File: src/rtl/heartbeat_rate_gen.sv
`timescale 1ns / 1ps
// heartbeat_rate_gen
//
// Beat-rate generator feeding the heartbeat pattern stage. It synchronizes
// the board enable switch, turns two push-buttons into a saturating 4-bit rate
// setting (1..15, reset value 8) and emits a one-clock `step` strobe every
// 16*(16-rate)*BASE_DIV clocks while enabled.
//
// Optional feature macro: HEARTBEAT_RATE_DEBOUNCE_EN
//   defined   - each synchronized button is debounced for DB_CYCLES clocks.
//   undefined - the synchronized level is used directly; DB_CYCLES is ignored.
//
// Parameters:
//   BASE_DIV   clocks per base tick
//   DB_CYCLES  clocks a button level must stay stable before it is accepted
//
// Ports:
//   clk      in   system clock
//   reset    in   asynchronous active-low reset
//   en       in   raw enable switch (asynchronous)
//   btn_up   in   raw rate-up button (asynchronous, bouncy)
//   btn_dn   in   raw rate-down button (asynchronous, bouncy)
//   step     out  one-clock strobe advancing the heartbeat pattern
//   rate     out  current rate setting, 1..15
//   en_sync  out  synchronized enable for the downstream heartbeat stage

module heartbeat_rate_gen #(
    parameter int unsigned BASE_DIV  = 1_000_000,
    parameter int unsigned DB_CYCLES = 2_000_000
) (
    input  logic       clk,
    input  logic       reset,
    input  logic       en,
    input  logic       btn_up,
    input  logic       btn_dn,
    output logic       step,
    output logic [3:0] rate,
    output logic       en_sync
);

    localparam int unsigned PreW = (BASE_DIV > 1) ? $clog2(BASE_DIV) : 1;
    localparam logic [PreW-1:0] PreMax = PreW'(BASE_DIV - 1);

    // ------------------------------------------------------------------
    // Two-flop synchronizers
    // ------------------------------------------------------------------
    logic en_s1_q, en_s2_q;
    logic up_s1_q, up_s2_q;
    logic dn_s1_q, dn_s2_q;

    always_ff @(posedge clk or negedge reset) begin
        if (!reset) begin
            en_s1_q <= 1'b0;
            en_s2_q <= 1'b0;
            up_s1_q <= 1'b0;
            up_s2_q <= 1'b0;
            dn_s1_q <= 1'b0;
            dn_s2_q <= 1'b0;
        end else begin
            en_s1_q <= en;
            en_s2_q <= en_s1_q;
            up_s1_q <= btn_up;
            up_s2_q <= up_s1_q;
            dn_s1_q <= btn_dn;
            dn_s2_q <= dn_s1_q;
        end
    end

    assign en_sync = en_s2_q;

    // ------------------------------------------------------------------
    // Accepted button levels
    // ------------------------------------------------------------------
    logic up_acc, dn_acc;

`ifdef HEARTBEAT_RATE_DEBOUNCE_EN
    localparam int unsigned DbW = (DB_CYCLES > 1) ? $clog2(DB_CYCLES) : 1;
    localparam logic [DbW-1:0] DbMax = DbW'(DB_CYCLES - 1);

    logic [DbW-1:0] up_cnt_q, up_cnt_d, dn_cnt_q, dn_cnt_d;
    logic           up_acc_q, up_acc_d, dn_acc_q, dn_acc_d;

    // A counter only runs while the synchronized level disagrees with the
    // accepted one; any return to the accepted level restarts the wait.
    always_comb begin
        up_cnt_d = up_cnt_q;
        up_acc_d = up_acc_q;
        dn_cnt_d = dn_cnt_q;
        dn_acc_d = dn_acc_q;

        if (up_s2_q == up_acc_q) begin
            up_cnt_d = '0;
        end else if (up_cnt_q == DbMax) begin
            up_cnt_d = '0;
            up_acc_d = up_s2_q;
        end else begin
            up_cnt_d = up_cnt_q + 1'b1;
        end

        if (dn_s2_q == dn_acc_q) begin
            dn_cnt_d = '0;
        end else if (dn_cnt_q == DbMax) begin
            dn_cnt_d = '0;
            dn_acc_d = dn_s2_q;
        end else begin
            dn_cnt_d = dn_cnt_q + 1'b1;
        end
    end

    always_ff @(posedge clk or negedge reset) begin
        if (!reset) begin
            up_cnt_q <= '0;
            up_acc_q <= 1'b0;
            dn_cnt_q <= '0;
            dn_acc_q <= 1'b0;
        end else begin
            up_cnt_q <= up_cnt_d;
            up_acc_q <= up_acc_d;
            dn_cnt_q <= dn_cnt_d;
            dn_acc_q <= dn_acc_d;
        end
    end

    assign up_acc = up_acc_q;
    assign dn_acc = dn_acc_q;
`else
    logic unused_db_cycles;
    assign unused_db_cycles = ^DB_CYCLES;

    assign up_acc = up_s2_q;
    assign dn_acc = dn_s2_q;
`endif

    // ------------------------------------------------------------------
    // Press events and rate register
    // ------------------------------------------------------------------
    logic       up_prev_q, dn_prev_q;
    logic       up_ev, dn_ev;
    logic [3:0] rate_q, rate_d;

    assign up_ev = up_acc & ~up_prev_q;
    assign dn_ev = dn_acc & ~dn_prev_q;

    always_comb begin
        rate_d = rate_q;
        if (up_ev && !dn_ev && rate_q != 4'd15) begin
            rate_d = rate_q + 4'd1;
        end else if (dn_ev && !up_ev && rate_q != 4'd1) begin
            rate_d = rate_q - 4'd1;
        end
    end

    always_ff @(posedge clk or negedge reset) begin
        if (!reset) begin
            up_prev_q <= 1'b0;
            dn_prev_q <= 1'b0;
            rate_q    <= 4'd8;
        end else begin
            up_prev_q <= up_acc;
            dn_prev_q <= dn_acc;
            rate_q    <= rate_d;
        end
    end

    assign rate = rate_q;

    // ------------------------------------------------------------------
    // Prescaler and step counter
    // ------------------------------------------------------------------
    logic [PreW-1:0] pre_q, pre_d;
    logic [7:0]      scnt_q, scnt_d;
    logic            step_q, step_d;
    logic [3:0]      period_hi;
    logic [7:0]      period_m1;

    // 16 - rate wraps correctly in 4 bits for rate 1..15, so the period is
    // simply that value shifted up by four.
    assign period_hi = 4'd0 - rate_q;
    assign period_m1 = {period_hi, 4'b0000} - 8'd1;

    always_comb begin
        pre_d  = pre_q;
        scnt_d = scnt_q;
        step_d = 1'b0;

        if (!en_s2_q) begin
            pre_d  = '0;
            scnt_d = '0;
        end else if (pre_q == PreMax) begin
            pre_d = '0;
            // >= rather than == so a rate raised mid-period fires promptly.
            if (scnt_q >= period_m1) begin
                scnt_d = '0;
                step_d = 1'b1;
            end else begin
                scnt_d = scnt_q + 8'd1;
            end
        end else begin
            pre_d = pre_q + 1'b1;
        end
    end

    always_ff @(posedge clk or negedge reset) begin
        if (!reset) begin
            pre_q  <= '0;
            scnt_q <= '0;
            step_q <= 1'b0;
        end else begin
            pre_q  <= pre_d;
            scnt_q <= scnt_d;
            step_q <= step_d;
        end
    end

    assign step = step_q;

endmodule
File: config.mk
export PLATFORM = sky130hd
export DESIGN_NAME = heartbeat_rate_gen
export DESIGN_NICKNAME = d
export VERILOG_FILES = /design/src/rtl/heartbeat_rate_gen.sv
export SDC_FILE = /design/constraint.sdc
export NUM_CORES = 1
export LEC_CHECK = 0
export CORE_AREA = 8 8 122 90
export CTS_BUF_LIST = sky130_fd_sc_hd__clkbuf_16
export DETAILED_ROUTE_END_ITERATION = 10
export DIE_AREA = 0 0 130 98
export PLACE_DENSITY = 0.39
export SLEW_MARGIN = 40
export SYNTH_ARGS = -nofsm -noshare
export SYNTH_HDL_FRONTEND = slang
export SYNTH_SLANG_ARGS = --single-unit
export TNS_END_PERCENT = 1
File: constraint.sdc
create_clock -name clk -period 3.6 [get_ports clk]
set_clock_uncertainty 0.2 [all_clocks]
set_input_delay 0.72 -clock clk [delete_from_list [all_inputs] [get_ports clk]]
set_output_delay 0.72 -clock clk [all_outputs]
set_load 0.02 [all_outputs]
Word-level counts from Yosys, hierarchy flattened:

Cells that the tools add are included.

* $add $sub $neg: 6
* $lt $le $gt $ge: 1
* equality and inequality tests: 4
* multiplexer cells: 10
* bitwise gates (word level): 4
* reductions and logical operators: 7

Operators by type and width (number)
* 20-bit 2-to-1 mux: 2
* 8-bit 2-to-1 mux: 3
* 20-bit by 1-bit adder with 20-bit output, second input constant: 1
* 20-bit equality test, second input constant: 1
* 8-bit by 1-bit adder with 8-bit output, second input constant: 1
* 8-bit greater-or-equal comparator: 1
* 4-bit 2-to-1 mux: 2
* 8-bit by 1-bit subtractor with 8-bit output, second input constant: 1
* 4-bit by 1-bit adder with 4-bit output, second input constant: 1
* 1-bit logical AND: 4
* 4-bit by 1-bit inequality test with 1-bit output, second input constant: 1
* 4-bit inequality test, second input constant: 1
* 1-bit by 4-bit subtractor with 4-bit output, first input constant: 1
* 4-bit by 1-bit subtractor with 4-bit output, second input constant: 1
* 1-bit 2-to-1 mux: 3
* 1-bit AND: 2
* 1-bit logical NOT: 2
* 2-bit by 1-bit inequality test with 1-bit output, second input constant: 1
* 1-bit inverter: 2
* 2-bit nonzero test: 1

* register bits: 41
* input port bits: 5

Longest topological paths before layout:

* depth in word-level cells: 7
* depth in mapped cells: 12
* mapped depth without buffers: 11

Least setup slack after synthesis:

No wires, ideal clock.

* path type: flip-flop to flip-flop
* from: register rate_q[0], in the netlist rate[0]
* to: register scnt_q[7]
* library setup time: 101 ps
* arrival: 3052 ps
* required time: 3299 ps
* setup slack: 247 ps
* stages on the path, launching flop included: 13
* buffers on the path: 1
* path through: dfrtp_1 inv_1 ha_1 and2_1 a211oi_1 o21ai_0 xnor2_1 ha_1 and2_1 a221oi_2 nand4bb_1 buf_2 o32ai_1

* longest elaborated chain between the ends: 6

Ends and longest elaborated chain
* start: declaration: line 139 `logic [3:0] rate_q, rate_d;`
* start signal: assignment: line 161 `rate_q <= rate_d;`
* 1-bit by 4-bit subtractor with 4-bit output: line 178 `assign period_hi = 4'd0 - rate_q;`
* 8-bit by 1-bit subtractor with 8-bit output: line 179 `assign period_m1 = {period_hi, 4'b0000} - 8'd1;`
* 8-bit greater-or-equal comparator: line 192 `if (scnt_q >= period_m1) begin`
* 8-bit 2-to-1 mux: line 192
* 8-bit 2-to-1 mux: line 189 `end else if (pre_q == PreMax) begin`
* 8-bit 2-to-1 mux: line 186 `if (!en_s2_q) begin`
* end signal: assignment: line 210 `scnt_q <= scnt_d;`
* end: declaration: line 171 `logic [7:0] scnt_q, scnt_d;`

No other way between the ends. The select of a mux whose other input is x is not followed.
A chain may end at the register's enable or synchronous reset.

Worst setup path after layout:

* from: register rate_q[1], in the netlist rate[1]
* to: register scnt_q[3]

The elaborated chain is that of the path after synthesis.

==> key figures <==
Yosys
  • Ys Warns: 0
  • Synth top area cells: dfrtp_1 (45%), ha_1 (5.1%), xnor2_1 (3.9%)
  • Synth Instances: about 230
  • Async SR Flop Fraction: 1.00
  • Synth Flop Type: dfrtp_1
  • Mapped Area: approximately 0.0022 sq mm
  • #FFs+latches synth: a little over 40
  • Net Count, Synth: 243
  • EDFF count, synth: 0
  • Post-synth cell types: 45
  • Yosys top cell area share: 0.450
  • Most frequent cells after synthesis: dfrtp_1 (40), nand2_1 (17), nor2_1 (16), nand3_1 (15), xnor2_1 (10)
  • Post-synthesis average cell area: about 9.7 sq um
  • Most frequent cell after synthesis: dfrtp_1
  • Sequential area share after synthesis: 0.462
  • Cell accounting for the most synthesized area: dfrtp_1

Critical path
  • R2R depth: 12
  • Critical path's slowest cell: dfrtp_1
  • Worst flop-to-flop path startpoint: rate[1]
  • Crit. path cell count: 12
  • CP arrival: about 3.3 ns
  • End of the critical path: scnt_q[3]
  • Setup CP Type: reg -> reg
  • CP Capture Type: flop
  • Crit path cell chain: inv_1 > ha_1 > and2_1 > a211oi_1 > o21ai_0 > xnor2_1 > ha_1 > and2_1 > a221oi_2 > nand4bb_1 > buf_4 > o211ai_1
  • WP buf/inv: 2
  • Crit-path max cell delay: ~0.5 ns
  • Crit-path leading delay family: compound AO/OA/AOI/OAI gates
  • Required @ worst endpoint: 3.60 ns
  • Crit path launch: rate[1]
  • Crit start category: flop
  • Maximum fanout along the worst path: 10
  • R2R setup slack: ~0.31 ns
  • R2R Path End: scnt_q[3]

Global routing
  • Largest net degree at the start of global routing: 42
  • Vias in the first global route: 1736
  • Grt total ovfl: 0
  • Antenna violations before repair: 0
  • First-pass GRT wire length: ~9 mm
  • GR Util All Layers: 0.0871

STA
  • Min Tclk post-route: roughly 3.3 ns
  • Max_slew headroom: 0.610
  • Setup TNS: 0 ns
  • Setup ws final: a little over 0.3 ns
  • RSZ-0062 raised after global routing: no
  • Slew Limit Fails: 0
  • Worst slew pin tran: 0.585 ns
  • Peak Freq: slightly above 0.3 GHz
  • Final period util: 0.913
  • Final hold violation count: 0
  • Setup violators final: 0

Die
  • Core box area: 0.00927 sq mm
  • Initial Util: 0.240
  • Vertical die dimension: between 90 and 100 um
  • Die area: roughly 0.013 sq mm
  • Row Count: 30
  • Io pins: 11
  • Die X: 130 um

Finish
  • Nets: about 250
  • Area growth syn-to-layout: 18.2%
  • Ant diodes: 0
  • Share of layout cells above drive strength 1: 0.0788
  • Fill cell count: roughly 990
  • Final core utilization: 0.283

Power
  • Sequential share of power: 0.390
  • Power per cell area: about 530 mW/mm^2
  • Leak Pwr: between 1 and 1.5 nW
  • Overall power: between 1 and 1.5 mW
  • Switching share of total power: 0.302
  • Int Pwr: roughly 1 mW
  • Clk network pwr share: 0.356
  • Worst vdd ir: ~0.14 mV
  • Sw Pwr: 0.424 mW
  • Comb power frac: 0.254

Placement
  • Post-Place Setup Slack: between 0.3 and 0.4 ns
  • Post-DP HPWL: ~3.5 mm
  • Routability cong.: 0.745
  • Port bufs: 10

Clock tree
  • CTS buffer count: 5
  • Clock latency on the worst-skew pair: slightly below 0.3 ns
  • Hold Buf Count CTS: 0
  • CTS tree: built
  • CTS H-tree lvls: 2
  • Clock Path Buffers: 2
  • Post_cts resized: 0
  • Setup bufs post-CTS: 0
  • TritonCTS Sinks: 41
  • Root Buffer: clkbuf_16
  • Clock Pin Slew Worst Setup and Hold Paths: about 0.060 ns

Detailed routing
  • Initial drt markers: between 100 and 150
  • Final WL: between 4 and 5 mm
  • TritonRoute pass-1 iters: 5
  • Vias per inst: between 4 and 5
  • DRC viols: 0
  • Antenna Nets Post-Route: 0
  • Wire per inst: 13.5 um
  • DR vias: ~1700

Min path
  • Hold WC Path Type: reg -> reg
  • Worst Min Path Start: en_s1_q

Job
  • # Max-Cap Violations: 0

Run status
  • Status: complete, no violations
## state kept, by name, summed over array words and instances, names as in the netlist
name / flops
up_s1_q: 1
scnt_q: 8
dn_prev_q: 1
pre_q: 20
step: 1
up_acc: 1
dn_s1_q: 1
en_s1_q: 1
up_prev_q: 1
dn_acc: 1
en_sync: 1
rate: 4
## cells in the final DEF (no fill, tap or decap), drive strengths merged, types with 2 or more instances in the layout
cell type	synthesis	layout
a211oi	5	5
a21oi	8	8
a31oi	3	3
and2	5	5
and3	5	5
buf	2	5
clkbuf	8	5
clkdlybuf4s50	0	9
dfrtp	40	40
ha	9	9
inv	9	10
nand2	17	17
nand2b	3	3
nand3	15	15
nand3b	5	5
nand4	7	7
nor2	16	16
nor2b	2	2
nor3	3	3
nor4	6	6
o211ai	3	3
o21ai	4	4
o21bai	2	2
o22ai	4	4
o31ai	5	5
o41ai	2	2
or2	3	3
or3	2	2
or4	8	8
xnor2	10	10
xor2	6	6
## routing by layer
| layer | track usage | vias to the layer above | wire [um] |
|---|---|---|---|
| met5 | 0 | - | 0 |
| met4 | 0.0267 | 0 | 73 |
| met3 | 0.0272 | 8 | 215 |
| met2 | 0.121 | 28 | 2010 |
| met1 | 0.124 | 825 | 2700 |
| li1 | - | 863 | - |
## layout make-up
type / count / area, sq um / area share
clock inverters: 3 / 37.5 / 0.0143
clock buffers: 5 / 125 / 0.0476
inverters: 9 / 33.8 / 0.0129
well taps: 128 / 160 / 0.0610
multi-input cells: 169 / 1120 / 0.425
flip-flops and latches: 41 / 1030 / 0.391
repair buffers: 14 / 128 / 0.0486
## worst reg2reg max path: stages (launching register included)
cell	delay [ns]
dfrtp_1	0.49
inv_1	0.12
ha_1	0.37
and2_1	0.19
a211oi_1	0.16
o21ai_0	0.14
xnor2_1	0.19
ha_1	0.28
and2_1	0.18
a221oi_2	0.25
nand4bb_1	0.23
buf_4	0.23
o211ai_1	0.18
## per-stage QoR
stage	cell area [sq um]	hold slack [ns]	instances
after floorplan	2220	0.131	229
after global placement	2460	0.135	361
after detailed placement	2460	0.138	361
after CTS	2630	0.144	369
after global routing	2630	0.157	369
final	2630	0.141	369
## logic make-up after synthesis
logic type                 Yosys count  synth area share
DFF                                 41             0.462
xor gates and xnor gates            16            0.0630
adders and majority gates            9            0.0506
buffers and inverters               19            0.0360
and+or+nand+nor                    102             0.257
AOI/OAI and AO/OA                   42             0.132
## worst min path at each step
| stage | endpoint | slack, ns | depth (start not counted) |
|---|---|---|---|
| 6_report | en_sync | 0.14 | 0 |
| 2_1_floorplan | dn_acc | 0.13 | 0 |
| 3_3_place_gp | dn_acc | 0.14 | 0 |
| 5_1_grt | en_sync | 0.16 | 0 |
| 3_5_place_dp | dn_acc | 0.14 | 0 |
| 4_1_cts | en_sync | 0.14 | 0 |
## power by group through the flow
stage / clock (mW) / combinational, mW / sequential [mW]
floorplan: 0 / 0.230 / 0.559
global placement: 0 / 0.359 / 0.554
detailed placement: 0 / 0.360 / 0.556
CTS: 0.519 / 0.364 / 0.547
global route: 0.545 / 0.393 / 0.555
finish: 0.499 / 0.355 / 0.547
(Power assumes the default switching activity.)
